[src/rtl/sp_pkg.sv]
// Shared types and helpers for the shortest-path relaxation engine.
// Combinational helpers only; no state.
package sp_pkg;

    typedef enum logic [1:0] {
        ST_IDLE  = 2'd0,
        ST_LOAD  = 2'd1,
        ST_RELAX = 2'd2,
        ST_OUT   = 2'd3
    } state_t;

    // Minimum of 1 so single-entry ranges still get a usable index bit.
    function automatic int clog2(input int n);
        int r;
        r = 1;
        while ((1 << r) < n) r++;
        return r;
    endfunction

    function automatic logic [31:0] dist_inf(input int w);
        return 32'hFFFF_FFFF >> (32 - w);
    endfunction

    function automatic logic [31:0] sat_add(input logic [31:0] a, input logic [31:0] b,
                                            input logic [31:0] lim);
        logic [32:0] s;
        s = {1'b0, a} + {1'b0, b};
        return (s > {1'b0, lim}) ? lim : s[31:0];
    endfunction

endpackage

[src/rtl/sp_edge_store.sv]
// Edge register file: synchronous write while loading, combinational indexed read while relaxing.
// Read data valid in the same cycle as the index; no flow control.
module sp_edge_store #(
    parameter int MAX_EDGES = 16,
    parameter int NW        = 3,
    parameter int W_WIDTH   = 8,
    parameter int AW        = 4
) (
    input  logic               CLK,
    input  logic               i_wr_en,
    input  logic [AW-1:0]      i_wr_idx,
    input  logic [NW-1:0]      i_wr_src,
    input  logic [NW-1:0]      i_wr_dst,
    input  logic [W_WIDTH-1:0] i_wr_w,
    input  logic [AW-1:0]      i_rd_idx,
    output logic [NW-1:0]      o_rd_src,
    output logic [NW-1:0]      o_rd_dst,
    output logic [W_WIDTH-1:0] o_rd_w
);

    typedef struct packed {
        logic [NW-1:0]      src;
        logic [NW-1:0]      dst;
        logic [W_WIDTH-1:0] wt;
    } edge_t;

    edge_t r_mem [MAX_EDGES];

    always_ff @(posedge CLK) begin
        if (i_wr_en) r_mem[i_wr_idx] <= '{src: i_wr_src, dst: i_wr_dst, wt: i_wr_w};
    end

    assign o_rd_src = r_mem[i_rd_idx].src;
    assign o_rd_dst = r_mem[i_rd_idx].dst;
    assign o_rd_w   = r_mem[i_rd_idx].wt;

endmodule

[src/rtl/sp_relax_engine.sv]
// Single-source shortest path: load edge burst, Bellman-Ford relax with early exit, stream distances.
// Latency passes*E+1 cycles from burst end to first result; input beats outside IDLE/LOAD are ignored.
module sp_relax_engine
    import sp_pkg::*;
#(
    parameter  int NODES     = 8,
    parameter  int MAX_EDGES = 16,
    parameter  int W_WIDTH   = 8,
    parameter  int D_WIDTH   = 16,
    localparam int NW        = clog2(NODES)
) (
    input  logic               CLK,
    input  logic               RESET,
    input  logic               IN_VALID,
    input  logic [NW-1:0]      IN_START,
    input  logic [NW-1:0]      IN_SRC,
    input  logic [NW-1:0]      IN_DST,
    input  logic [W_WIDTH-1:0] IN_W,
    output logic               BUSY,
    output logic               OVF,
    output logic               OUT_VALID,
    output logic [NW-1:0]      OUT_NODE,
    output logic [D_WIDTH-1:0] OUT_DIST,
    output logic               OUT_REACH
);

    localparam int EW = clog2(MAX_EDGES + 1);
    localparam int AW = clog2(MAX_EDGES);
    localparam logic [D_WIDTH-1:0] INF = D_WIDTH'(dist_inf(D_WIDTH));
    localparam logic [31:0]        LIM = dist_inf(D_WIDTH) - 32'd1;

    state_t             r_state, w_state_nxt;
    logic [NW-1:0]      r_start;
    logic [EW-1:0]      r_e;
    logic [AW-1:0]      r_idx;
    logic [NW-1:0]      r_pass;
    logic               r_chg;
    logic [D_WIDTH-1:0] r_dist [NODES];

    logic               w_ids_ok, w_first_ok, w_room, w_wr;
    logic [NW-1:0]      w_src, w_dst, w_nxt_node;
    logic [W_WIDTH-1:0] w_w;
    logic [D_WIDTH-1:0] w_ds, w_dd, w_cand, w_fwd0;
    logic               w_upd, w_pass_end, w_done, w_load_end, w_first_emit, w_last_beat;

    assign w_ids_ok   = (int'(IN_SRC) < NODES) && (int'(IN_DST) < NODES);
    assign w_first_ok = w_ids_ok && (int'(IN_START) < NODES);
    assign w_room     = int'(r_e) < MAX_EDGES;
    assign w_wr       = IN_VALID && (((r_state == ST_IDLE) && w_first_ok) ||
                                     ((r_state == ST_LOAD) && w_ids_ok && w_room));

    sp_edge_store #(
        .MAX_EDGES(MAX_EDGES), .NW(NW), .W_WIDTH(W_WIDTH), .AW(AW)
    ) u_store (
        .CLK      (CLK),
        .i_wr_en  (w_wr),
        .i_wr_idx ((r_state == ST_IDLE) ? '0 : r_e[AW-1:0]),
        .i_wr_src (IN_SRC),
        .i_wr_dst (IN_DST),
        .i_wr_w   (IN_W),
        .i_rd_idx (r_idx),
        .o_rd_src (w_src),
        .o_rd_dst (w_dst),
        .o_rd_w   (w_w)
    );

    assign w_ds       = r_dist[w_src];
    assign w_dd       = r_dist[w_dst];
    assign w_cand     = D_WIDTH'(sat_add(32'(w_ds), 32'(w_w), LIM));
    assign w_upd      = (r_state == ST_RELAX) && (w_ds != INF) && (w_cand < w_dd);
    assign w_pass_end = (r_state == ST_RELAX) && (EW'(r_idx) == r_e - EW'(1));
    assign w_done     = w_pass_end && (!(r_chg || w_upd) || (r_pass == NW'(NODES - 1)));
    assign w_load_end = (r_state == ST_LOAD) && !IN_VALID;
    assign w_first_emit = w_done || (w_load_end && (r_e == '0));
    assign w_last_beat  = (r_state == ST_OUT) && (OUT_NODE == NW'(NODES - 1));
    assign w_nxt_node   = OUT_NODE + NW'(1);
    // Node 0 may be written by the final relax edge in the same cycle its beat is registered.
    assign w_fwd0 = (w_upd && (w_dst == '0)) ? w_cand : r_dist[0];

    always_comb begin
        w_state_nxt = r_state;
        case (r_state)
            ST_IDLE:  if (IN_VALID) w_state_nxt = ST_LOAD;
            ST_LOAD:  if (!IN_VALID) w_state_nxt = (r_e == '0) ? ST_OUT : ST_RELAX;
            ST_RELAX: if (w_done) w_state_nxt = ST_OUT;
            ST_OUT:   if (w_last_beat) w_state_nxt = ST_IDLE;
            default:  w_state_nxt = ST_IDLE;
        endcase
    end

    always_ff @(posedge CLK or posedge RESET) begin
        if (RESET) begin
            r_state   <= ST_IDLE;
            r_start   <= '0;
            r_e       <= '0;
            r_idx     <= '0;
            r_pass    <= '0;
            r_chg     <= 1'b0;
            BUSY      <= 1'b0;
            OVF       <= 1'b0;
            OUT_VALID <= 1'b0;
            OUT_NODE  <= '0;
            OUT_DIST  <= '0;
            OUT_REACH <= 1'b0;
        end else begin
            r_state <= w_state_nxt;
            if ((r_state == ST_IDLE) && IN_VALID) begin
                r_start <= IN_START;
                r_e     <= w_first_ok ? EW'(1) : '0;
                OVF     <= !w_first_ok;
                BUSY    <= 1'b1;
            end
            if ((r_state == ST_LOAD) && IN_VALID) begin
                if (w_ids_ok && w_room) r_e <= r_e + EW'(1);
                else                    OVF <= 1'b1;
            end
            if (w_load_end) begin
                r_idx  <= '0;
                r_pass <= NW'(1);
                r_chg  <= 1'b0;
            end
            if (r_state == ST_RELAX) begin
                if (w_pass_end) begin
                    r_idx  <= '0;
                    r_pass <= r_pass + NW'(1);
                    r_chg  <= 1'b0;
                end else begin
                    r_idx  <= r_idx + AW'(1);
                    r_chg  <= r_chg || w_upd;
                end
            end
            if (w_first_emit) begin
                OUT_VALID <= 1'b1;
                OUT_NODE  <= '0;
                OUT_DIST  <= w_fwd0;
                OUT_REACH <= (w_fwd0 != INF);
            end else if (r_state == ST_OUT) begin
                if (w_last_beat) begin
                    OUT_VALID <= 1'b0;
                    OUT_NODE  <= '0;
                    OUT_DIST  <= '0;
                    OUT_REACH <= 1'b0;
                    BUSY      <= 1'b0;
                end else begin
                    OUT_NODE  <= w_nxt_node;
                    OUT_DIST  <= r_dist[w_nxt_node];
                    OUT_REACH <= (r_dist[w_nxt_node] != INF);
                end
            end
        end
    end

    // Distance array is fully reinitialised on every first beat, so it needs no reset.
    always_ff @(posedge CLK) begin
        if ((r_state == ST_IDLE) && IN_VALID) begin
            for (int n = 0; n < NODES; n++)
                r_dist[n] <= (NW'(n) == IN_START) ? '0 : INF;
        end else if (w_upd) begin
            r_dist[w_dst] <= w_cand;
        end
    end

endmodule

[config.mk]
export PLATFORM = sky130hd
export DESIGN_NAME = sp_relax_engine
export DESIGN_NICKNAME = d
export VERILOG_FILES = /design/src/rtl/sp_pkg.sv /design/src/rtl/sp_edge_store.sv /design/src/rtl/sp_relax_engine.sv
export SDC_FILE = /design/constraint.sdc
export NUM_CORES = 1
export LEC_CHECK = 0
export BUFFER_PORTS_ARGS = -buffer_cell sky130_fd_sc_hd__buf_2
export CAP_MARGIN = 20
export CORE_ASPECT_RATIO = 1.5
export CORE_MARGIN = 3
export CORE_UTILIZATION = 25
export DETAILED_ROUTE_END_ITERATION = 10
export HOLD_SLACK_MARGIN = 0.08
export PLACE_DENSITY = 0.44
export SYNTH_ARGS = -nofsm -noshare
export SYNTH_HDL_FRONTEND = slang
export SYNTH_SLANG_ARGS = --single-unit
export TNS_END_PERCENT = 100
[constraint.sdc]
create_clock -name CLK -period 12.8 [get_ports CLK]
set_input_delay 1.92 -clock CLK [delete_from_list [all_inputs] [get_ports CLK]]
set_output_delay 1.92 -clock CLK [all_outputs]
set_load 0.02 [all_outputs]
# --- Word-level counts from Yosys, hierarchy flattened ---
# Memory sizes are Yosys's and may differ from the RTL's.
# Cells that the tools add are included.
totals:
  reg_bits: 38
  ram_bits: 352
  inputBits: 20
  out_inout_bits: 23
  elab_cells: 128
  mem_count: 2
mem_list:
  columns: ["memory", "depth", "word_bits", "read_ports", "rd_clocked_by_memory_dff", "wr", "line", "text"]
  rows:
  - ["u_store.r_mem", 16, 14, 1, 0, 1, "sp_edge_store.sv:27", "edge_t r_mem [MAX_EDGES];"]
  - ["r_dist", 8, 16, 4, 0, 8, "sp_relax_engine.sv:38", "logic [D_WIDTH-1:0] r_dist [NODES];"]
classes:
  addsub: 6
  order_cmp: 3
  n_eq_ne: 20
  mux: 58
  n_reduce_logical: 28
op_table:
  columns: ["op", "n"]
  rows:
  - ["$mux 16", 14]
  - ["$ne 16x16->1 const B", 3]
  - ["$mux 1", 25]
  - ["$mux 3", 7]
  - ["$add 16x8->17", 1]
  - ["$gt 17x16->1 const B", 1]
  - ["$lt 16x16->1", 1]
  - ["$mux 4", 4]
  - ["$reduce_or 16->1", 1]
  - ["$mux 5", 3]
  - ["$eq 3x3->1 const A", 4]
  - ["$logic_and 1x1->1", 12]
  - ["$mux 2", 4]
  - ["$ne 2x2->1 const B", 4]
  - ["$pmux 2 s4", 1]
  - ["$add 3x1->3 const B", 2]
  - ["$eq 2x3->1 const A", 2]
  - ["$eq 3x3->1 const B", 2]
  - ["$logic_not 3->1", 2]
  - ["$reduce_bool 2->1", 3]
  - ["$add 5x1->5 const B", 1]
  - ["$eq 4x5->1", 1]
  - ["$logic_not 5->1", 1]
  - ["$lt 5x5->1 const B", 1]
  - ["10 further kinds", 15]

# --- Longest topological paths before layout ---
# An unclocked memory read counts as a cell.
depth:
  depth_word: 14
  mapped_depth: 46
  mapped_depth_nobuf: 35

# --- Cells and area by module ---
# From an unflattened synthesis, not the netlist that was laid out.
unflattened:
  hier_cells: 1343
  area_unflattened_um2: 20086.8
by_module_without_submodules:
  columns: ["mod", "instances", "cells_per_inst", "area_per_inst_um2"]
  rows:
  - ["sp_relax_engine", 1, 978, 11603.6]
  - ["sp_edge_store", 1, 365, 8483.1]

# --- Least setup slack after synthesis ---
# Ideal clock, no wire load.
synth_path:
  kind: "reg-to-reg"
  startpoint: "register r_idx[0]"
  endpoint: "memory r_dist[2][0] (enable)"
  setup_time_ps: 372
  t_arrival_ps: 8737
  required_ps: 12428
  path_slack_ps: 3692
  path_stages_with_launch: 38
  path_buffers: 10
  synth_period_minus_slack_ps: 9108
  cell_sequence: "dfrtp_1 > buf_2 > buf_2 > buf_2 > buf_2 > buf_1 > mux4_2 > mux4_2 > ha_1 > fa_1 > a21o_1 > a21oi_1 > o21bai_1 > a21oi_1 > o21bai_1 > a21o_1 > o31ai_1 > nand4_1 > (+2 left out) > and2_1 > clkbuf_1 > inv_1 > ha_1 > a211o_1 > a21oi_1 > o2111ai_1 > a221oi_1 > inv_1 > a2111o_1 > a21oi_2 > and2_1 > buf_6 > buf_6 > buf_6 > buf_6 > nand2_1 > nand2_1"
synth_lines:
  columns: ["element", "line", "text"]
  rows:
  - ["start, declared", "sp_relax_engine.sv:35", "logic [AW-1:0] r_idx;"]
  - ["start signal, assigned", "sp_relax_engine.sv:128", "r_idx <= r_idx + AW'(1);"]
  - ["end, declared", "sp_relax_engine.sv:38", null]

==> results.toml <==
[yosys]
ys_ff_latch = 390
synth-edff-count = 352
synth_cell_type_count = 82
synth_ff_type = "edfxtp_1"
syn_area_um2 = 20300
ys_seq_area_share_pct = 56.8
yosys_warnings = 0
netlist_instances = 1505
synth.net_count = 1561
synth.avg_cell_area_um2 = 13.5
synth_async_sr_flop_share_pct = 9.74

[clock_network]
cts_hold_buf = 0
root_buffer = "clkbuf_16"
clockBufferDepth = 3
numClockSinks = 390
post_cts_resized = 0
path_clk_slew_ns = 0.06
clk_latency_ns = 0.59
cts_tree = "yes"
cts_buffers = 43
htreeDepth = 2
postCtsSetupBuffers = 0

[worst_setup_path]
worstPathMaxFanout = 36
cp_slowest_stage_delay_ns = 0.88
start_kind = "register"
crit_path_end_kind = "register"
crit_type = "register to register"
critPathBufInv = 3
path_common_cell = "a21oi_1"
crit_slowest_cell = "dfrtp_1"
cp_top_family = "compound AO/OA/AOI/OAI gates"
critical_path_required_ns = 13.09
arrival_ns = 10.96

[timing]
period_share_pct = 83.4
rsz0062_at_grt = "no"
finalMaxSlewViolations = 0
max_freq_mhz = 93.7
skew_ns = 0.0234
tightest_slew_ns = 1.05
hold_violations = 0
finalSetupTns_ns = 0
slew_headroom_pct = 29.8
min_period_ns = 10.67
setup_viol = 0

[outcome]
status = "finished, final reports clean"

[floorplanning]
dieArea_um2 = 84700
die_h_um = 355
pin_count = 43
core_area_um2 = 80200
rows = 127
die_x_um = 239
start_util_pct = 25.3

[global_route]
grt_overflow = 0
track_usage_pct = 16.8
grt_pass1_wl_um = 104000
antenna_found_initial = 2
grt_start_max_net_pins = 109
grt_pass1_vias = 14444

[layout]
multi_input_area_um2 = 8160
layout.nets = 1601
syn2layout_area_growth_pct = 14.9
fillerInstances = 7981
seqCellArea_um2 = 11500
fin_cells = 2613
drive_gt1_share_pct = 21.3
postLayoutCoreUtil_pct = 29.1

[placement]
gp_congestion = 0.928
dp.cells = 2530
post-dp-hpwl_um = 48600
io_buffer_count = 42

[route]
dr.pass1.iters = 6
drc_errors = 0
ant_nets = 0
vias_per_cell = 5.54
wire_per_inst_um = 27.7
wirelength_um = 72500
drtIter0Drc = 1372
via_count = 14479

[worst_hold_path]
hp-class = "register to register"

[job]
maxCapViolCount = 0
[layout by cell type (no fill, tap or decap), types with 27 or more instances in the layout]
master	netlist	layout
mux4_2	94	94
buf_2	31	42
o22ai_1	35	35
edfxtp_1	352	352
nand2_1	123	123
nor2_1	67	56
ha_1	35	34
mux2i_1	73	73
a21oi_1	32	32
clkbuf_16	0	44
buf_4	18	62
o21ai_0	27	27
inv_1	45	44
dfrtp_1	38	35
a31oi_1	134	133
[area by class of cell]
type | count | share of cell area [%]
antenna | 2 | 0.0215
clock buffer | 50 | 4.82
clock inverter | 29 | 1.29
inverter | 46 | 0.740
multi-input combinational | 957 | 35.0
sequential | 390 | 49.4
tap | 1032 | 5.54
timing repair buffer | 107 | 3.19
[layer usage]
metal | up-vias | track usage [%] | routed length [um] | share of wire [%]
met3 | 205 | 2.84 | 4420 | 6.1
met2 | 680 | 30.7 | 37900 | 52
met4 | 0 | 7.35 | 3450 | 4.8
li1 | 6141 | - | - | -
met5 | - | 0 | 0 | 0
met1 | 7453 | 19.1 | 26700 | 37
[stage by stage]
step,area [um^2],hold WS [ns],worst slack (ns)
after floorplan,20300,0.452,3.69
after global placement,21800,0.468,2.27
after detailed placement,21800,0.479,2.14
after CTS,23300,0.486,2.10
after global routing,23300,0.506,1.44
final,23300,0.481,2.13
[path summary, 6_finish.rpt]
kind                       startpoint           end  slack (ns)  depth (start not counted)
max                          r_idx[3]  r_dist[1][8]        2.13                         32
min                         OUT_VALID     OUT_VALID        0.48                          2
max reg2reg                  r_idx[3]  r_dist[1][8]        2.13                         32
min reg2reg                 OUT_VALID     OUT_VALID        0.48                          2
max in group asynchronous       RESET      r_idx[0]       10.50                          2
min in group asynchronous       RESET   OUT_DIST[1]        1.58                          2
[worst register-to-register path: cells and delay by family (launching register included)]
family / cells / cell delay [ns]
compound gates: 18 / 5.52
xor+xnor: 1 / 0.33
fa+ha+maj: 2 / 0.67
buf+inv: 3 / 0.49
flops: 1 / 0.88
mux: 1 / 0.18
simple gates: 7 / 2.34
[cells by family (layout without fill, tap and decap cells)]
family	count (synthesis)	in the layout	synth area share (%)
DFF	390	390	56.8
AOI/OAI and AO/OA	377	377	13.4
and+or+nand+nor	339	339	8.01
muxes	186	186	15.2
buffers and inverters	158	232	3.63
adders and majority gates	36	36	2.26
xor gates and xnor gates	19	19	0.820
other	0	2	0
[state kept, by name, summed over array words and instances, names as in the netlist]
register	flops
u_store.r_mem	224
r_dist	128
OUT_DIST	16
r_e	5
r_idx	4
OUT_NODE	3
r_pass	3
r_state	2
BUSY	1
OUT_REACH	1
OUT_VALID	1
OVF	1
r_chg	1
[cell usage after synthesis, drive strengths merged, types with 6 or more instances]
| cell | count | area share, % |
|---|---|---|
| and2 | 20 | 0.62 |
| edfxtp | 352 | 52 |
| a211oi | 9 | 0.49 |
| buf | 64 | 1.9 |
| nand3b | 6 | 0.22 |
| inv | 45 | 0.83 |
| o221ai | 6 | 0.26 |
| a31oi | 134 | 4.1 |
| nor2b | 12 | 0.37 |
| o31ai | 7 | 0.26 |
| o21ai | 39 | 0.96 |
| mux4 | 94 | 10 |
| mux2i | 75 | 3.8 |
| nor4 | 16 | 0.49 |
| nand4 | 15 | 0.46 |
| nand3 | 22 | 0.54 |
| a21oi | 36 | 1.0 |
| or4 | 8 | 0.30 |
| o2bb2ai | 16 | 0.69 |
| ha | 35 | 2.2 |
| mux2 | 17 | 0.94 |
| a21o | 11 | 0.41 |
| dfrtp | 38 | 4.7 |
| nor3 | 20 | 0.49 |
| o22ai | 36 | 1.1 |
| nand2b | 6 | 0.18 |
| clkbuf | 48 | 0.89 |
| a221oi | 17 | 0.76 |
| nand2 | 125 | 2.3 |
| or3 | 12 | 0.37 |
| xnor2 | 12 | 0.52 |
| a22oi | 11 | 0.43 |
| nor2 | 67 | 1.2 |
| xor2 | 7 | 0.30 |
| a32o | 11 | 0.54 |
Power is not shown: default switching activity piles up to over one toggle a cycle in this logic, so the estimate is an artifact.
